<file path="config.mk">
export PLATFORM = sky130hd
export DESIGN_NAME = vect_mem_arbiter
export DESIGN_NICKNAME = d
export VERILOG_FILES = /design/src/rtl/vect_mem_pkg.sv /design/src/rtl/vect_mem_arbiter_rr_arbiter.sv /design/src/rtl/vect_mem_arbiter.sv
export SDC_FILE = /design/constraint.sdc
export NUM_CORES = 1
export LEC_CHECK = 0
export BUFFER_PORTS_ARGS = -buffer_cell sky130_fd_sc_hd__buf_4
export CORE_AREA = 2 2 553 555
export DETAILED_ROUTE_END_ITERATION = 10
export DIE_AREA = 0 0 555 557
export GPL_TIMING_DRIVEN = 0
export PLACE_DENSITY = 0.3
export SYNTH_ARGS = -nofsm -noshare
export SYNTH_HDL_FRONTEND = slang
export SYNTH_SLANG_ARGS = --single-unit
</file>
<file path="constraint.sdc">
create_clock -name clk -period 2.1 [get_ports clk]
set_input_delay 0.105 -clock clk [delete_from_list [all_inputs] [get_ports clk]]
set_output_delay 0.105 -clock clk [all_outputs]
set_load 0.02 [all_outputs]
</file>
<file path="src/rtl/vect_mem_pkg.sv">
// Shared types and constants for the vector-memory port arbiter.
// The port is 256 bits wide, byte-addressed with 32-bit addresses.
package vect_mem_pkg;
  localparam int VLEN   = 256;
  localparam int ADDR_W = 32;
  localparam int LANE_W = 16;

  typedef logic [VLEN-1:0] vec_t;

  typedef enum logic {
    IDLE  = 1'b0,
    BURST = 1'b1
  } state_t;

  // A single requester still needs a 1-bit index.
  function automatic int idx_width(input int n);
    return (n > 1) ? $clog2(n) : 1;
  endfunction
endpackage

</file>
<file path="src/rtl/vect_mem_arbiter_rr_arbiter.sv">
// Combinational round-robin picker: the first asserted request at or after ptr wins.
// Produces the winner as a one-hot vector, as an index, and as an any-request flag.
module rr_arbiter #(
  parameter int NREQ  = 2,
  parameter int IDX_W = 1
) (
  input  logic [NREQ-1:0]  req,
  input  logic [IDX_W-1:0] ptr,
  output logic [NREQ-1:0]  grant,
  output logic [IDX_W-1:0] idx,
  output logic             any
);
  always_comb begin
    int c;
    grant = '0;
    idx   = '0;
    any   = 1'b0;
    c     = 0;
    for (int i = 0; i < NREQ; i++) begin
      c = int'(ptr) + i;
      if (c >= NREQ) c = c - NREQ;
      if (!any && req[c]) begin
        any      = 1'b1;
        grant[c] = 1'b1;
        idx      = IDX_W'(c);
      end
    end
  end
endmodule

</file>
<file path="src/rtl/vect_mem_arbiter.sv">
// Round-robin arbiter sharing the single 256-bit vectmanager port between requesters.
// One strided burst per grant; read beats are registered and returned one cycle later.
module vect_mem_arbiter
  import vect_mem_pkg::*;
#(
  parameter int NREQ   = 2,
  parameter int LEN_W  = 4,
  parameter int STRIDE = 32
) (
  input  logic                    clk,
  input  logic                    reset,
  input  logic [NREQ-1:0]         req_valid,
  input  logic [NREQ-1:0]         req_we,
  input  logic [NREQ*ADDR_W-1:0]  req_addr,
  input  logic [NREQ*LEN_W-1:0]   req_len,
  output logic [NREQ-1:0]         req_ready,
  input  logic [NREQ*VLEN-1:0]    wdata,
  input  logic [NREQ-1:0]         wdata_valid,
  output logic [NREQ-1:0]         wdata_ready,
  output logic [VLEN-1:0]         rdata,
  output logic [NREQ-1:0]         rdata_valid,
  output logic [NREQ-1:0]         done,
  output logic                    busy,
  output logic                    mem_we,
  output logic [ADDR_W-1:0]       mem_a,
  output logic [VLEN-1:0]         mem_wd,
  input  logic [VLEN-1:0]         mem_rd
);
  localparam int IDX_W = idx_width(NREQ);

  state_t             state_reg, state_next;
  logic [IDX_W-1:0]   rr_ptr_reg, own_reg;
  logic               we_reg;
  logic [ADDR_W-1:0]  base_reg;
  logic [LEN_W-1:0]   len_reg, beat_reg;
  vec_t               rdata_reg;
  logic [NREQ-1:0]    rdata_valid_reg, done_reg;

  logic [ADDR_W-1:0]  addr_arr  [NREQ];
  logic [LEN_W-1:0]   len_arr   [NREQ];
  vec_t               wdata_arr [NREQ];
  logic [NREQ-1:0]    own_onehot;

  logic [NREQ-1:0]    gnt;
  logic [IDX_W-1:0]   gnt_idx;
  logic               gnt_any;

  logic               in_burst, grant_fire, wv_own, beat_adv, last_beat;
  logic [ADDR_W-1:0]  beat_addr;
  logic [IDX_W-1:0]   rr_ptr_next;

  generate
    for (genvar gi = 0; gi < NREQ; gi++) begin : g_unpack
      assign addr_arr[gi]   = req_addr[gi*ADDR_W +: ADDR_W];
      assign len_arr[gi]    = req_len[gi*LEN_W +: LEN_W];
      assign wdata_arr[gi]  = wdata[gi*VLEN +: VLEN];
      assign own_onehot[gi] = (own_reg == IDX_W'(gi));
    end
  endgenerate

  rr_arbiter #(
    .NREQ  (NREQ),
    .IDX_W (IDX_W)
  ) u_arb (
    .req   (req_valid),
    .ptr   (rr_ptr_reg),
    .grant (gnt),
    .idx   (gnt_idx),
    .any   (gnt_any)
  );

  // Reset gates every port-facing action so an abandoned burst cannot write.
  assign in_burst    = (state_reg == BURST) && !reset;
  assign grant_fire  = (state_reg == IDLE) && gnt_any && !reset;
  assign wv_own      = wdata_valid[own_reg];
  assign beat_adv    = in_burst && (!we_reg || wv_own);
  assign last_beat   = beat_adv && (beat_reg == len_reg);
  assign beat_addr   = base_reg + ADDR_W'(beat_reg) * ADDR_W'(STRIDE);
  assign rr_ptr_next = (gnt_idx == IDX_W'(NREQ - 1)) ? '0 : gnt_idx + 1'b1;

  always_ff @(posedge clk) begin
    if (reset) state_reg <= IDLE;
    else       state_reg <= state_next;
  end

  always_comb begin
    state_next = state_reg;
    case (state_reg)
      IDLE:    if (grant_fire) state_next = BURST;
      BURST:   if (last_beat)  state_next = IDLE;
      default: state_next = IDLE;
    endcase
  end

  always_comb begin
    req_ready   = '0;
    wdata_ready = '0;
    mem_we      = 1'b0;
    mem_a       = '0;
    mem_wd      = '0;
    if (grant_fire) req_ready = gnt;
    if (in_burst) begin
      mem_a = beat_addr;
      if (we_reg) begin
        wdata_ready = own_onehot;
        mem_we      = wv_own;
        mem_wd      = wdata_arr[own_reg];
      end
    end
  end

  // Latched command, beat counter and read-return register.
  always_ff @(posedge clk) begin
    if (reset) begin
      rr_ptr_reg      <= '0;
      own_reg         <= '0;
      we_reg          <= 1'b0;
      base_reg        <= '0;
      len_reg         <= '0;
      beat_reg        <= '0;
      rdata_reg       <= '0;
      rdata_valid_reg <= '0;
      done_reg        <= '0;
    end else begin
      rdata_valid_reg <= '0;
      done_reg        <= '0;
      if (grant_fire) begin
        own_reg    <= gnt_idx;
        we_reg     <= req_we[gnt_idx];
        base_reg   <= addr_arr[gnt_idx];
        len_reg    <= len_arr[gnt_idx];
        beat_reg   <= '0;
        rr_ptr_reg <= rr_ptr_next;
      end
      if (beat_adv) begin
        beat_reg <= beat_reg + 1'b1;
        if (!we_reg) begin
          rdata_reg       <= mem_rd;
          rdata_valid_reg <= own_onehot;
        end
        if (last_beat) done_reg <= own_onehot;
      end
    end
  end

  assign busy        = (state_reg == BURST);
  assign rdata       = rdata_reg;
  assign rdata_valid = rdata_valid_reg;
  assign done        = done_reg;
endmodule
</file>
==> flow_metrics.env, run 1 <==
export IMPL_status="finished, violations left"
export IMPL_violations="negative setup slack"
export IMPL_cts_tree="done"
export IMPL_post_synth_top_count_cell="dfxtp_1"
export IMPL_avgSynthCellArea_um2=8.360
export IMPL_numPortBuffers=1401
export IMPL_largest_register_ffs=256
export IMPL_clk_latency_ns=0.70
export IMPL_cts_root_buf="clkbuf_16"
export IMPL_rsz0062_at_grt="true"
export IMPL_maxSlewViolCount=0
export IMPL_crit_fanout=5
export IMPL_worst_path_most_repeated_cell="a21oi_4"
export IMPL_whs_path_depth=5
export IMPL_fp_dieH_um=557
export IMPL_numCtsBuffers=47
export IMPL_vias=23985
export IMPL_critPathRequiredTime_ns=2.00
export IMPL_fin_ws_ns=-0.9117
export IMPL_min_path_type="input port to register"
export IMPL_start_util=0.04804
export IMPL_grt_max_degree=14
export IMPL_postSynthCellCount=1747
export IMPL_fmax_mhz=332.0
export IMPL_first_pass_iters=6
export IMPL_synth_simple_area_share=0.2216
export IMPL_tightestPinTransition_ns=1.094
export IMPL_synth_seq_area_share=0.4167
export IMPL_synth_top_cell_area_share=0.4167
export IMPL_yosysUniqueCellTypes=44
export IMPL_grt_pass1_vias=23474
export IMPL_worst_ep_arrival_time_ns=2.91
export IMPL_synth_compound_area_frac=0.2945
export IMPL_async_flop_share=0
export IMPL_cts_htree_levels=2
export IMPL_grt_pass1_wl_mm=348.4
export IMPL_synth_top_family_by_area="compound AO/OA/AOI/OAI gates"
export IMPL_fp_coreArea_mm2=0.3040
export IMPL_clk_pin_slew_ns=0.06
export IMPL_yosys_area_share_xor_xnor=0.004198
export IMPL_routedWlPerCell_um=38.29
export IMPL_hold_viol=0
export IMPL_grt_overflow_total=0
export IMPL_power_leakage_nw=16.93
export IMPL_path_cells="ha_4 > fa_2 > a21o_1 > a21oi_4 > buf_8 > buf_4 > or4_4 > a21oi_4 > buf_6"
export IMPL_grt_usage=0.1849
export IMPL_power_density_mw_per_mm2=564.0
export IMPL_nets=4542
export IMPL_worst_path_max_delay_cell="or4_4"
export IMPL_synth_seq_cells=304
export IMPL_design_area_mm2=0.04120
export IMPL_synth_area_top_cells="dfxtp_1 (42%), a22o_1 (15%), nand2b_1 (11%)"
export IMPL_synth_edff_count=0
export IMPL_clockBufferDepth=3
export IMPL_ys_warn_count=0
export IMPL_syn2layout_area_growth_pct=182.1
export IMPL_clkSinkCount=304
export IMPL_fp_dieW_um=555
export IMPL_rows=203
export IMPL_period_needed_ns=3.012
export IMPL_fin_skew_ns=0.06227
export IMPL_drtAntennaViolNets=0
export IMPL_synth_fp_nets=2601
export IMPL_r2r_cells=6
export IMPL_dp_slack_ns=-1.864
export IMPL_ir_worst_vdd_mv=0.6102
export IMPL_drtIter0Drc=2046
export IMPL_critPathCaptureType="primary output"
export IMPL_max_stage_delay_ns=0.42
export IMPL_ys_top_cells_by_count="dfxtp_1 (304), nand2_1 (267), nand2b_1 (260)"
export IMPL_dpl_cell_area_mm2=0.03019
export IMPL_post_route_drc_count=0
export IMPL_syn_area_mm2=0.01461
export IMPL_hpwl_mm=267.1
export IMPL_synthMuxAreaShare=0.0006853
export IMPL_drt_wl_total_mm=298.4
export IMPL_period_share=1.434
export IMPL_io_pins=1402
export IMPL_synthAdderAreaFrac=0.005654
export IMPL_yosys_area_top_type="dfxtp_1"
export IMPL_drive_above_1_share=0.5184
export IMPL_via_per_inst=3.078
export IMPL_crit_type="register to primary output"
export IMPL_fill_cells=34882
export IMPL_die_area_mm2=0.3091
export IMPL_total_power_mw=23.24
export IMPL_antenna_found_initial=244
export IMPL_gp_congestion=0.9793
export IMPL_slew_headroom=0.2708
export IMPL_maxCapViolCount=0
export IMPL_setup_viol=284
export IMPL_fin_util=0.1355
export IMPL_cp_start_kind="register"
export IMPL_synthFlopType="dfxtp_1"
-- per-stage QoR --
step / setup TNS (ns) / hold slack, ns / instances
floorplan: -0.3169 / 0.2136 / 1747
global placement: -775.17 / 0.3019 / 7145
detailed placement: -768.88 / 0.3051 / 7145
CTS: -184.83 / 0.01605 / 7706
global route: -174.81 / 0.03852 / 7747
finish: -151.24 / 0.07016 / 7792
-- cells by family after synthesis --
| family | Yosys count |
|---|---|
| AO/OA/AOI/OAI | 612 |
| XOR/XNOR | 7 |
| adder cells (fa/ha/maj) | 6 |
| buffers and inverters | 178 |
| flip-flops | 304 |
| multiplexers | 1 |
| AND/OR/NAND/NOR | 639 |
-- power breakdown --
part           switching, mW  total, mW  internal [mW]
registers              0.576       7.03           6.46
clock network           3.52       8.39           4.86
logic                   4.54       7.82           3.28
-- worst paths after layout --
path                                      from  slack, ns      endpoint
worst max-delay path               base_reg[5]      -0.91     mem_a[29]
worst min-delay path            wdata_valid[0]       0.07   beat_reg[1]
worst max register to register            busy       0.07  base_reg[19]
worst min register to register      rdata[169]       0.47    rdata[169]
-- timing repair --
item | in CTS | in global routing
hold endpoints to repair | 296 | 1
resized for setup | 865 | 187
setup endpoints to repair | 586 | 437
pin swaps | 181 | 154
hold buffers | 332 | 1
buffers inserted | 108 | 42
cloned | 40 | 9
-- cell type report --
class	count	area (um^2)	area share
Sequential cell	304	6158	0.1495
Timing Repair Buffer	1910	17930	0.4352
Clock inverter	19	197.7	0.004798
Antenna cell	70	175.2	0.004251
Clock buffer	67	1391	0.03377
Inverter	5	18.77	0.0004555
Buffer	155	1627	0.03948
Multi-Input combinational cell	1265	8705	0.2113
Tap cell	3997	5001	0.1214
-- layout by cell type, fill, tap and decap left out, types with 9 or more instances in the layout --
cell,instances
diode_2,70
dfxtp_2,10
buf_12,81
a22o_1,204
clkinv_2,9
clkbuf_1,45
a22o_4,52
o21ai_1,34
clkbuf_2,20
buf_6,305
clkbuf_8,16
nand2b_1,260
dfxtp_1,278
buf_2,15
nand2_1,262
buf_4,1158
o21ai_0,226
dlygate4sd3_1,333
nor2_1,45
a21oi_4,9
a222oi_1,37
nand3_1,14
dfxtp_4,16
buf_8,65
buf_16,28
clkbuf_16,59
-- critical path, delay by kind of cell, from the launching register on --
family,cells,cell delay (ns)
buffers and inverters,3,0.45
AND/OR/NAND/NOR,1,0.42
adder cells (fa/ha/maj),2,0.36
AO/OA/AOI/OAI,3,0.56
flip-flops,1,0.41
-- routing by layer --
layer	part of all wire	track usage
met2	0.40	0.2602
met1	0.39	0.2148
met4	0.037	0.05775
met5	0.0031	0
met3	0.17	0.1376
(Power assumes the default switching activity.)
==> run 2, diff against run 1 <==
- CTS_BUF_LIST: not set -> sky130_fd_sc_hd__clkbuf_16
==> run 2 against run 1 <==
The flow still finishes with violations (negative setup slack); non-clock buffer count decreased by 13; clock-buffer cell count decreased by 20; register-to-register slack about the same; clock power shrank 6.9%; final cell count increased by 0.23%; critical path depth unchanged; via count decreased by 0.19%; utilization fell by 0.12 points; critical path type unchanged; critical endpoint unchanged; largest cell class unchanged.
==> flow_metrics.env, run 2 (same netlist as run 1, synthesis figures left out) <==
export IMPL_status="finished, violations left"
export IMPL_violations="negative setup slack"
export IMPL_nets=4529
export IMPL_maxSlewViolCount=0
export IMPL_whs_ns=0.07523
export IMPL_min_path_type="input port to register"
export IMPL_clkPwrFrac=0.346
export IMPL_final_common_cell="buf_4"
export IMPL_drtIter0Drc=1890
export IMPL_post_route_drc_count=0
export IMPL_hold_viol=0
export IMPL_setup_viol=284
export IMPL_via_per_inst=3.065
export IMPL_fp_dieH_um=557
export IMPL_crit_fanout=5
export IMPL_gp_congestion=0.9793
export IMPL_rows=203
export IMPL_numPortBuffers=1401
export IMPL_final_cell_mix="buf_4 (1158), dlygate4sd3_1 (333), buf_6 (299)"
export IMPL_numCtsBuffers=47
export IMPL_slew_headroom=0.2261
export IMPL_grt_max_degree=14
export IMPL_ir_worst_vdd_mv=0.6101
export IMPL_fmax_mhz=333.7
export IMPL_fin_skew_ns=0.06009
export IMPL_fill_cells=34933
export IMPL_grt_util_met3=0.1359
export IMPL_clk_latency_ns=0.70
export IMPL_routedWlPerCell_um=38.21
export IMPL_p_sw_mw=8.581
export IMPL_period_needed_ns=2.997
export IMPL_power_leakage_nw=16.73
export IMPL_p_sw_frac=0.3799
export IMPL_grt_pass1_vias=23320
export IMPL_clk_pin_slew_ns=0.06
export IMPL_tightestPinTransition_ns=1.161
export IMPL_drtAntennaViolNets=0
export IMPL_largest_register_ffs=256
export IMPL_fin_util=0.1343
export IMPL_antenna_found_initial=237
export IMPL_power_density_mw_per_mm2=553.0
export IMPL_intPower_mw=14.01
export IMPL_vias=23940
export IMPL_hpwl_mm=267.1
export IMPL_first_pass_iters=6
export IMPL_crit_type="register to primary output"
export IMPL_clkSinkCount=304
export IMPL_comb_power_share=0.342
export IMPL_grt_pass1_wl_mm=347.2
export IMPL_worst_ep_arrival_time_ns=2.89
export IMPL_io_pins=1402
export IMPL_cts_tree="done"
export IMPL_rsz0062_at_grt="true"
export IMPL_fp_coreArea_mm2=0.3040
export IMPL_dp_slack_ns=-1.864
export IMPL_use_met1=0.2154
export IMPL_critPathCaptureType="primary output"
export IMPL_cp_start_kind="register"
export IMPL_seq_power_share=0.312
export IMPL_cts_htree_levels=2
export IMPL_clockBufferDepth=3
export IMPL_drive_above_1_share=0.5116
export IMPL_syn2layout_area_growth_pct=179.6
export IMPL_finalSetupTns_ns=-139.30
export IMPL_grt_usage=0.1844
export IMPL_start_util=0.04804
export IMPL_grt_use_met2=0.2592
export IMPL_fin_ws_ns=-0.8969
export IMPL_fp_dieW_um=555
export IMPL_grt_busiest_layer="met2"
export IMPL_cts_root_buf="clkbuf_16"
export IMPL_die_area_mm2=0.3091
export IMPL_maxCapViolCount=0
export IMPL_critPathRequiredTime_ns=2.00
export IMPL_period_share=1.427
export IMPL_drt_wl_total_mm=298.4
export IMPL_grt_overflow_total=0
==> run 2: power groups by stage <==
stage / clock network [mW] / logic, mW / registers [mW]
5_1_grt: 8.37 / 8.25 / 7.11
3_5_place_dp: 0 / 6.80 / 7.12
2_1_floorplan: 0 / 1.32 / 7.66
4_1_cts: 8.22 / 7.75 / 7.03
3_3_place_gp: 0 / 6.81 / 7.11
6_report: 7.81 / 7.73 / 7.04
==> run 2: what timing repair did <==
item | in CTS | in global routing
gates resized for setup | 689 | 345
endpoints found under the setup margin | 586 | 534
hold buffers | 332 | 1
setup buffers | 81 | 55
endpoints found under the hold margin | 296 | 1
cloned | 36 | 13
pin swaps | 150 | 148
==> run 2: path summary, 6_finish.rpt <==
kind | startpoint | endpoint | slack, ns | cells past startpoint
worst max-delay path | base_reg[5] | mem_a[29] | -0.90 | 9
worst max register to register | busy | rdata[49] | 0.06 | 10
worst min-delay path | wdata_valid[0] | beat_reg[1] | 0.08 | 5
worst min register to register | rdata[169] | rdata[169] | 0.46 | 2
==> run 2: critical path: stages, from the launching register on <==
cell and delay (ns):
dfxtp_4 0.40, ha_4 0.15, fa_2 0.20, a21o_1 0.17, a21oi_4 0.08, buf_8 0.13, buf_4 0.13, or4_4 0.42
a21oi_4 0.30, buf_6 0.19
==> run 2: metal layers <==
layer / part of all wire / vias up
li1: - / 10280
met1: 0.39 / 11548
met2: 0.40 / 1559
met3: 0.18 / 431
met4: 0.035 / 122
met5: 0.0027 / -
==> run 2: through the flow <==
step / instances / cell area (um^2) / power [mW]
after floorplan: 1747 / 14670 / 8.977
after global placement: 7145 / 30190 / 13.92
final: 7810 / 40840 / 22.59
after CTS: 7677 / 39350 / 23.00
after detailed placement: 7145 / 30190 / 13.92
after global routing: 7736 / 40660 / 23.74
==> run 2: area by class of cell <==
| type | instances | area (um^2) | share of cell area |
|---|---|---|---|
| plain buffers | 155 | 1559 | 0.03817 |
| flip-flops and latches | 304 | 6156 | 0.1507 |
| repair buffers | 1897 | 17750 | 0.4346 |
| clock buffers | 47 | 1176 | 0.02880 |
| clock inverters | 39 | 272.8 | 0.006679 |
| multi-input cells | 1265 | 8655 | 0.2119 |
| well taps | 3997 | 5001 | 0.1224 |
| diodes | 101 | 252.7 | 0.006188 |
| inverters | 5 | 18.77 | 0.0004595 |
